`config.mk`:
```
export PLATFORM = sky130hd
export DESIGN_NAME = gate_sequencer
export DESIGN_NICKNAME = d
export VERILOG_FILES = /design/src/rtl/gate_sequencer_pkg.sv /design/src/rtl/gate_sequencer_debounce.sv /design/src/rtl/gate_sequencer.sv
export SDC_FILE = /design/constraint.sdc
export NUM_CORES = 1
export LEC_CHECK = 0
export BUFFER_PORTS_ARGS = -buffer_cell sky130_fd_sc_hd__buf_2
export CELL_PAD_IN_SITES_DETAIL_PLACEMENT = 1
export CELL_PAD_IN_SITES_GLOBAL_PLACEMENT = 2
export CORE_MARGIN = 2
export CORE_UTILIZATION = 36
export CTS_CLUSTER_SIZE = 14
export DETAILED_ROUTE_END_ITERATION = 6
export GPL_TIMING_DRIVEN = 0
export MAX_ROUTING_LAYER = met4
export PLACE_DENSITY = 0.82
export SLEW_MARGIN = 0
export SYNTH_ARGS = -nofsm -noshare
export SYNTH_HDL_FRONTEND = slang
export SYNTH_HIERARCHICAL = 1
export SYNTH_SLANG_ARGS = --single-unit
```
`constraint.sdc`:
```
create_clock -name clk -period 2 [get_ports clk]
set_input_delay 0.2 -clock clk [delete_from_list [all_inputs] [get_ports clk]]
set_output_delay 0.2 -clock clk [all_outputs]
set_load 0.02 [all_outputs]
```
`src/rtl/gate_sequencer_pkg.sv`:
```
// gate_sequencer_pkg
//   Shared definitions for the lane gate sequencer and the parking FSM it talks to:
//   slot count and slot-index width, sequencer state encoding, lane encoding,
//   capacity encoding, and helpers used to size the saturating counters.
package gate_sequencer_pkg;

  localparam int PMS_SLOTS = 4;
  localparam int SLOT_W    = $clog2(PMS_SLOTS);

  typedef enum logic [2:0] {
    ST_IDLE     = 3'd0,
    ST_REQ      = 3'd1,
    ST_WAIT_ACK = 3'd2,
    ST_OPEN     = 3'd3,
    ST_REJECT   = 3'd4
  } gs_state_t;

  typedef enum logic {
    LANE_ENTRY = 1'b0,
    LANE_EXIT  = 1'b1
  } lane_t;

  typedef enum logic [1:0] {
    CAP_EMPTY   = 2'd0,
    CAP_PARTIAL = 2'd1,
    CAP_FULL    = 2'd2
  } capacity_t;

  function automatic int cnt_width(input int max_val);
    return $clog2(max_val) + 1;
  endfunction

  function automatic int max3(input int a, input int b, input int c);
    int m;
    m = (a > b) ? a : b;
    return (m > c) ? m : c;
  endfunction

endpackage

```
`src/rtl/gate_sequencer_debounce.sv`:
```
// gate_sequencer_debounce
//   Two-flop synchroniser followed by a stability counter. The debounced level only
//   changes after DEBOUNCE_CYCLES consecutive synchronised samples disagree with it.
// Ports
//   clk     in  clock
//   reset   in  synchronous, active-low reset
//   sensor  in  raw asynchronous sensor
//   level   out debounced level
//   rise    out one-cycle strobe, high in the cycle where level is about to go 0->1
module gate_sequencer_debounce
  import gate_sequencer_pkg::*;
#(
  parameter int DEBOUNCE_CYCLES = 16
) (
  input  logic clk,
  input  logic reset,
  input  logic sensor,
  output logic level,
  output logic rise
);

  localparam int              CW  = cnt_width(DEBOUNCE_CYCLES);
  localparam logic [CW-1:0]   LIM = CW'(DEBOUNCE_CYCLES - 1);

  logic [1:0]    sync_q;
  logic [CW-1:0] cnt_q;
  logic          accept;

  assign accept = (sync_q[1] != level) && (cnt_q == LIM);
  assign rise   = accept && sync_q[1];

  always_ff @(posedge clk) begin
    if (!reset) begin
      sync_q <= '0;
      cnt_q  <= '0;
      level  <= 1'b0;
    end else begin
      sync_q <= {sync_q[0], sensor};
      if (sync_q[1] == level) begin
        cnt_q <= '0;
      end else if (accept) begin
        level <= sync_q[1];
        cnt_q <= '0;
      end else begin
        cnt_q <= cnt_q + CW'(1);
      end
    end
  end

endmodule

```
`src/rtl/gate_sequencer.sv`:
```
// gate_sequencer
//   Request side of the parking handshake. Debounces the entry/exit car sensors,
//   validates each request against the FSM's spots/is_full, issues one-cycle
//   entry_signal/exit_signal pulses, waits for is_open, then holds the barrier up
//   until the car has cleared the lane.
//   Build option GATE_RR_ARB_EN: simultaneous entry+exit requests are served
//   round-robin; without it the exit lane always wins a tie.
// Ports
//   clk, reset                 clock, synchronous active-low reset
//   entry_sensor, exit_sensor  raw car-present sensors
//   exit_slot_sel              slot keyed in by exiting driver, captured on exit edge
//   is_open, is_full, spots    acknowledge / full flag / occupancy map from the FSM
//   entry_signal, exit_signal  one-cycle requests to the FSM
//   exit_slot                  slot to free, valid in REQ and WAIT_ACK
//   gate_up                    barrier raise command
//   full_lamp                  entry rejected for lack of space (one cycle)
//   busy                       not IDLE
//   err                        one-cycle pulse on reject, ack timeout, pass timeout
//
//   state    | meaning
//   IDLE     | waiting for a pending lane; selects, validates
//   REQ      | one-cycle request pulse to the FSM
//   WAIT_ACK | waiting for is_open, bounded by ACK_TIMEOUT
//   OPEN     | barrier up until hold time met and lane clear, bounded by PASS_TIMEOUT
//   REJECT   | one-cycle err (and full_lamp for entry)
module gate_sequencer
  import gate_sequencer_pkg::*;
#(
  parameter int DEBOUNCE_CYCLES = 16,
  parameter int OPEN_CYCLES     = 1000,
  parameter int ACK_TIMEOUT     = 4,
  parameter int PASS_TIMEOUT    = 5000
) (
  input  logic                 clk,
  input  logic                 reset,
  input  logic                 entry_sensor,
  input  logic                 exit_sensor,
  input  logic [SLOT_W-1:0]    exit_slot_sel,
  input  logic                 is_open,
  input  logic                 is_full,
  input  logic [PMS_SLOTS-1:0] spots,
  output logic                 entry_signal,
  output logic                 exit_signal,
  output logic [SLOT_W-1:0]    exit_slot,
  output logic                 gate_up,
  output logic                 full_lamp,
  output logic                 busy,
  output logic                 err
);

  localparam int            TW       = cnt_width(max3(ACK_TIMEOUT, OPEN_CYCLES, PASS_TIMEOUT));
  localparam logic [TW-1:0] ACK_LIM  = TW'(ACK_TIMEOUT - 1);
  localparam logic [TW-1:0] OPEN_LIM = TW'(OPEN_CYCLES);
  localparam logic [TW-1:0] PASS_LIM = TW'(PASS_TIMEOUT - 1);

  gs_state_t           state_q, state_nxt;
  lane_t               lane_q;
  logic                entry_level, entry_rise, exit_level, exit_rise;
  logic                pend_entry_q, pend_exit_q;
  logic [SLOT_W-1:0]   slot_q, slot_act_q;
  logic [TW-1:0]       timer_q;
  logic                in_idle, pick_any, pick_exit, exit_wins_tie, req_ok;
  logic                lane_level, open_done;

  gate_sequencer_debounce #(.DEBOUNCE_CYCLES(DEBOUNCE_CYCLES)) u_entry_db (
    .clk    (clk),
    .reset  (reset),
    .sensor (entry_sensor),
    .level  (entry_level),
    .rise   (entry_rise)
  );

  gate_sequencer_debounce #(.DEBOUNCE_CYCLES(DEBOUNCE_CYCLES)) u_exit_db (
    .clk    (clk),
    .reset  (reset),
    .sensor (exit_sensor),
    .level  (exit_level),
    .rise   (exit_rise)
  );

  assign in_idle   = (state_q == ST_IDLE);
  assign pick_any  = pend_entry_q | pend_exit_q;
  assign pick_exit = pend_exit_q & (~pend_entry_q | exit_wins_tie);
  assign req_ok    = pick_exit ? spots[slot_q] : ~(is_full | (&spots));

  assign lane_level = (lane_q == LANE_EXIT) ? exit_level : entry_level;
  assign open_done  = (timer_q >= OPEN_LIM) && !lane_level;

`ifdef GATE_RR_ARB_EN
  // Pointer only moves when a real tie was arbitrated, so a lone request in
  // between does not steal the other lane's turn.
  logic last_exit_q;

  assign exit_wins_tie = ~last_exit_q;

  always_ff @(posedge clk) begin
    if (!reset) begin
      last_exit_q <= 1'b0;
    end else if (in_idle && pend_entry_q && pend_exit_q) begin
      last_exit_q <= pick_exit;
    end
  end
`else
  assign exit_wins_tie = 1'b1;
`endif

  always_ff @(posedge clk) begin
    if (!reset) begin
      state_q <= ST_IDLE;
    end else begin
      state_q <= state_nxt;
    end
  end

  always_comb begin
    state_nxt = state_q;
    case (state_q)
      ST_IDLE:     if (pick_any) state_nxt = req_ok ? ST_REQ : ST_REJECT;
      ST_REQ:      state_nxt = ST_WAIT_ACK;
      ST_WAIT_ACK: begin
        if (is_open)                  state_nxt = ST_OPEN;
        else if (timer_q == ACK_LIM)  state_nxt = ST_IDLE;
      end
      ST_OPEN: begin
        if (open_done || (timer_q == PASS_LIM)) state_nxt = ST_IDLE;
      end
      ST_REJECT:   state_nxt = ST_IDLE;
      default:     state_nxt = ST_IDLE;
    endcase
  end

  always_comb begin
    entry_signal = 1'b0;
    exit_signal  = 1'b0;
    exit_slot    = '0;
    gate_up      = 1'b0;
    full_lamp    = 1'b0;
    err          = 1'b0;
    busy         = !in_idle;
    case (state_q)
      ST_REQ: begin
        entry_signal = (lane_q == LANE_ENTRY);
        exit_signal  = (lane_q == LANE_EXIT);
        exit_slot    = (lane_q == LANE_EXIT) ? slot_act_q : '0;
      end
      ST_WAIT_ACK: begin
        exit_slot = (lane_q == LANE_EXIT) ? slot_act_q : '0;
        err       = !is_open && (timer_q == ACK_LIM);
      end
      ST_OPEN: begin
        // Forced close drops the barrier in the same cycle the error is flagged.
        err     = !open_done && (timer_q == PASS_LIM);
        gate_up = !err;
      end
      ST_REJECT: begin
        err       = 1'b1;
        full_lamp = (lane_q == LANE_ENTRY);
      end
      default: ;
    endcase
  end

  // Pending flags, captured slot, active lane and the shared state timer.
  always_ff @(posedge clk) begin
    if (!reset) begin
      pend_entry_q <= 1'b0;
      pend_exit_q  <= 1'b0;
      slot_q       <= '0;
      slot_act_q   <= '0;
      lane_q       <= LANE_ENTRY;
      timer_q      <= '0;
    end else begin
      pend_entry_q <= (pend_entry_q | entry_rise) & ~(in_idle & pick_any & ~pick_exit);
      pend_exit_q  <= (pend_exit_q | exit_rise) & ~(in_idle & pick_exit);
      if (exit_rise && !pend_exit_q) slot_q <= exit_slot_sel;
      if (in_idle && pick_any) begin
        lane_q     <= pick_exit ? LANE_EXIT : LANE_ENTRY;
        slot_act_q <= slot_q;
      end
      if (state_nxt != state_q) begin
        timer_q <= '0;
      end else if (timer_q != '1) begin
        timer_q <= timer_q + TW'(1);
      end
    end
  end

endmodule

```
* Word level (Yosys, flattened, before mapping)
Cells that the tools add are included.
Storage, ports and cells: output and inout port bits 8, input bits 12, logic and storage cells 91, bits in registers 40, bits in writable memories 0, latch bits 0, memories kept 0, ROM bits 0
Cells by class: shift operators 0, multiplexer cells 18, reductions and logical operators 24, magnitude comparators 2, equality and inequality tests 14, divide/modulo/power cells 0, bitwise gates (word level) 17, add/sub/neg operators 3, $mul 0
Operators with widths (number):
- 3-bit 2-to-1 mux | 5
- 14-bit by 1-bit adder with 14-bit output (second input constant) | 1
- 14-bit by 13-bit == test with 1-bit output (second input constant) | 1
- 14-bit by 2-bit == test with 1-bit output (second input constant) | 1
- 14-bit by 10-bit >= comparator with 1-bit output (second input constant) | 1
- 14-bit != test (second input constant) | 1
- 3-bit one-hot mux with 4 select lines | 1
- 5-bit by 1-bit adder with 5-bit output (second input constant) | 2
- 5-bit by 4-bit == test with 1-bit output (second input constant) | 2
- 1-bit logical AND | 9
- 1-bit 2-to-1 mux | 8
- 1-bit inverter | 8
- 3-bit by 2-bit == test with 1-bit output (second input constant) | 2
- 1-bit zero test | 6
- 3-bit OR reduction | 2
- 1-bit AND | 5
- 2-bit 2-to-1 mux | 2
- 1-bit bitwise OR | 4
- 2-bit AND reduction | 2
- 4-bit AND reduction | 1
- 2-bit OR reduction | 2
- 3-bit by 1-bit == test with 1-bit output (second input constant) | 1
- 3-bit == test (second input constant) | 1
- 3-bit zero test | 1
- other kinds (7) | 9

* Depth between registers and ports, before layout
depth in word-level cells 9, gate-level depth with buffers 8, gate-level depth less buffers 8

* By module
Netlist, hierarchy kept.
By module, submodules not included:
- gate_sequencer | times used 1, area an instance 1433.9 um^2, cells each 168
- gate_sequencer_debounce | times used 2, area an instance 294.0 um^2, cells each 29

* Worst setup path before layout
No wires, ideal clock.
path type register -> register, start point register timer_q[1], end point register timer_q[8], setup slack 140 ps, clock period less this slack 1860 ps, data required time 1920 ps, library setup time 80 ps, buffers on the path 0, arrival 1781 ps, cell stages (with the launch flop) 7, cells stage by stage dfxtp_1 > ha_1 > nand4_4 > or4_4 > and4b_2 > xnor2_1 > nor3b_1
Between the ends: longest elaborated chain between the ends 7, elaborated cells between the ends (all ways) 13, classes of those cells 1 x add/sub; 1 x order compare; 4 x eq/ne; 4 x mux; 3 x reduce/logical
RTL lines:
- start, declared | RTL line gate_sequencer.sv:61 | logic [TW-1:0] timer_q;
- start signal, assigned | RTL line gate_sequencer.sv:183 | timer_q <= timer_q + TW'(1);
- 14-bit by 10-bit >= comparator with 1-bit output | RTL line gate_sequencer.sv:87 | assign open_done = (timer_q >= OPEN_LIM) && !lane_level;
- 1-bit logical AND | RTL line gate_sequencer.sv:87
- 1-bit logical OR | RTL line gate_sequencer.sv:125 | if (open_done || (timer_q == PASS_LIM)) state_nxt = ST_IDLE;
- 3-bit 2-to-1 mux | RTL line gate_sequencer.sv:125
- 3-bit one-hot mux with 4 select lines | RTL line gate_sequencer.sv:117 | case (state_q)
- 3-bit != test | RTL line gate_sequencer.sv:180 | if (state_nxt != state_q) begin
- 2-bit OR reduction (no source line)
Several ways; a longest one is shown, not always the timed one. A chain may end at the register's enable or synchronous reset.

* Worst setup path in the final report
start point register timer_q[13], end point output err
Between the ends: longest elaborated chain between the ends 5, elaborated cells between the ends (all ways) 8, classes of those cells 1 x order compare; 2 x eq/ne; 1 x mux; 4 x reduce/logical
RTL lines:
- 14-bit by 10-bit >= comparator with 1-bit output | RTL line gate_sequencer.sv:87
- 1-bit logical AND | RTL line gate_sequencer.sv:87
- 1-bit zero test | RTL line gate_sequencer.sv:152 | err = !open_done && (timer_q == PASS_LIM);
- 1-bit logical AND | RTL line gate_sequencer.sv:152
- 1-bit one-hot mux with 3 select lines * | RTL line gate_sequencer.sv:140 | case (state_q)
- end, declared | RTL line gate_sequencer.sv:48 | output logic err
Mark *: on every way between the ends. The rest lies on a longest branch, timed or not.

==> results.toml <==
[worst_hold_path]
hold_depth = 2
hp-start = "entry_sensor"
hp-class = "input port to flop"
min_to = "u_entry_db/sync_q[0]$_SDFF_PN0_"

[sta]
fmax_mhz = 512
relSlewSlack_pct = 73.5
period_needed_ps = 1950
setup_violations = 0
drv_slew = 0
clock_skew_ps = 7.40
hold_viol = 0
rsz0062_at_grt = "true"
tns_ps = 0
tightest_slew_ps = 397
hold_ws_ps = 104
fin_crit_sh_pct = 97.7

[cells_and_area]
diodes = 0
design_area_sq_mm = 0.00248
final.fill_count = 657
finalNetCount = 274
final_layout_size_suffix_gt1_share_pct = 27.2
area_growth_pct = 22.5

[clock_tree]
htree_levels = 2
clkSlewWorstSetupHoldPaths_ps = 90
cts_tree = "built"
numClockSinks = 40
clock_path_buffers = 2
insertion_delay_ps = 300
numCtsBuffers = 5
hold_buffers = 0
root_buffer = "clkbuf_8"

[die]
core-area_sq_mm = 0.00547
rows = 27
initial_core_util_pct = 36.9
dieArea_sq_mm = 0.00623
fp.dieW_microns = 78.9
die_h_microns = 78.9
io_pins = 20

[synthesis]
yosysTopAreaCell = "dfxtp_1"
synthDistinctLibCells = 44
async_reset_ff_share_pct = 0
synth-edff-count = 0
seq_area_frac_synth_pct = 39.6
synth_flop_cell = "dfxtp_1"
synth-seq-cells = 40
yosysTopAreaCellShare_pct = 39.6
synth.avg_cell_area_sq_um = 8.95
ys_warn_count = 6
synth_commonest_cells = "40 x dfxtp_1, 23 x nor2_1, 19 x nand2_1"
synth.area.top_cells = "dfxtp_1 40%, xor2_1 4.8%, mux2i_1 4.5%"
synth_area_sq_mm = 0.00202
synth_nets = 244
yosysMostFrequentCell = "dfxtp_1"
synthCells = 226

[drt]
viasPerCell = 5.09
dr.pass1.iters = 4
vias = 1673
wl_mm = 4.49
ant_nets = 0
drc = 0
routedWlPerCell_microns = 13.6
drtIter0Drc = 44

[worst_setup_path]
reg2reg_slack_ps = 120
critPathKind = "flop to primary output"
critPathRequiredTime_ps = 1800
cp.arrival_ps = 1750
cp_slowest_stage_delay_ps = 370
critPathSlowestCell = "dfxtp_4"
r2r_start = "state_q[0]$_SDFF_PN0_"
critPathTopFamily = "simple AND/OR/NAND/NOR gates"
crit_path_end_kind = "primary output"
crit_buf_inv = 1
rr_worst_depth = 7
critPathMaxFanout = 5
timing.rr.end = "timer_q[9]$_SDFFE_PP0P_"
startpoint = "timer_q[13]$_SDFFE_PP0P_"
path_cells = "nor4_4, o31ai_4, nand2_2, and4_1, a31o_2, buf_6"
setup.worst_path.start_class = "flop"

[pwr]
vdd_drop_max_v = 0.000396
power_density_mw_per_mm2 = 638
power_mw = 1.58
leakagePower_nw = 0.915

[placed_design]
dp_hpwl_mm = 3.16
place.gp.congestion = 0.812
port_buffers = 19
place_area_sq_mm = 0.00221

[outcome]
status = "finished clean"

[job]
max-cap-violations = 0

[global_routing]
grt.overflow.total = 0
grt_max_degree = 19
grt_pass1_wl_mm = 7.60
grt_pass1_vias = 1581
grt_usage_pct = 15.9
antenna_found_initial = 0
[power breakdown]
group / switching [mW] / internal [mW] / leakage (nW)
clock network: 0.319 / 0.376 / 0.0548
logic: 0.0390 / 0.0364 / 0.529
registers: 0.00981 / 0.798 / 0.332
[cells by family (layout without fill, tap and decap cells)]
group | count (synthesis) | in the layout | synth area share (%)
flip-flops | 40 | 40 | 39.6
adder cells (fa/ha/maj) | 6 | 6 | 3.71
XOR/XNOR | 15 | 15 | 6.50
buffers and inverters | 18 | 49 | 4.08
AND/OR/NAND/NOR | 116 | 116 | 34.0
AO/OA/AOI/OAI | 22 | 22 | 7.61
multiplexers | 9 | 9 | 4.46
[how the worst max path moves through the flow]
| stage | cells past startpoint | to | slack, ps |
|---|---|---|---|
| floorplan | 6 | timer_q[8]$_SDFFE_PP0P_ | 140 |
| global placement | 7 | timer_q[4]$_SDFFE_PP0P_ | -80 |
| detailed placement | 6 | timer_q[5]$_SDFFE_PP0P_ | -90 |
| CTS | 6 | err | -20 |
| global route | 5 | err | -30 |
| finish | 6 | err | 50 |
[layer usage]
metal / share of wire (%) / vias to the layer above / GRT usage (%)
met5: 0 / - / -
li1: - / 847 / -
met4: 1.3 / 0 / 5.17
met2: 45 / 21 / 24.6
met1: 51 / 800 / 20.9
met3: 3.1 / 5 / 3.41
[cells in the final DEF (no fill, tap or decap), types with 3 or more instances in the layout]
cell type and count:
nand2b_1 7, clkbuf_8 5, buf_6 3, ha_1 5, inv_1 11, nor2_1 23, o21ai_0 3, dfxtp_4 8
nor2b_1 8, nand2_1 17, nand3_1 8, nor3b_1 10, nor4_2 3, and2_1 7, buf_4 4, xor2_1 11
a21oi_1 4, dfxtp_1 28, buf_2 20, xnor2_1 4, nor3_1 6, dfxtp_2 4, nand4_1 5, mux2i_1 9
a31oi_1 4
[through the flow]
step                util (%)  setup slack [ps]  instances
floorplan                  -               140        226
global placement        40.3             -76.0        317
detailed placement      40.3             -94.0        317
CTS                     43.5             -20.7        325
global route            45.2             -27.7        329
finish                  45.2              46.2        329
[worst reg2reg max path, cell delays in order (launching register included)]
cell	delay, ps
dfxtp_1	300
clkbuf_1	200
nor3_4	290
and2_4	210
o21ai_0	140
a32oi_2	360
buf_6	200
nor3b_1	70
[cell type report]
type | instances | area, sq um | area share, %
Clock buffer | 5 | 68.8 | 2.78
Sequential cell | 40 | 836 | 33.8
Timing Repair Buffer | 23 | 131 | 5.31
Tap cell | 72 | 90.1 | 3.64
Buffer | 7 | 48.8 | 1.97
Inverter | 11 | 41.3 | 1.67
Multi-Input combinational cell | 168 | 1210 | 49.0
Clock inverter | 3 | 46.3 | 1.87
[state kept, by name (all words and copies together) (netlist names)]
signal and count:
u_exit_db/cnt_q 5, u_entry_db/level 1, slot_act_q 2, timer_q 14, pend_entry_q 1, pend_exit_q 1
lane_q 1, u_entry_db/cnt_q 5, state_q 3, u_exit_db/level 1, slot_q 2, u_exit_db/sync_q 2
u_entry_db/sync_q 2
[timing repair]
item,in CTS,in global routing
gates resized for setup,17,23
setup buffers,0,4
pin swaps,2,8
endpoints found under the setup margin,14,13
cloned,0,0
Note: power is estimated with default switching activity, not from simulation.
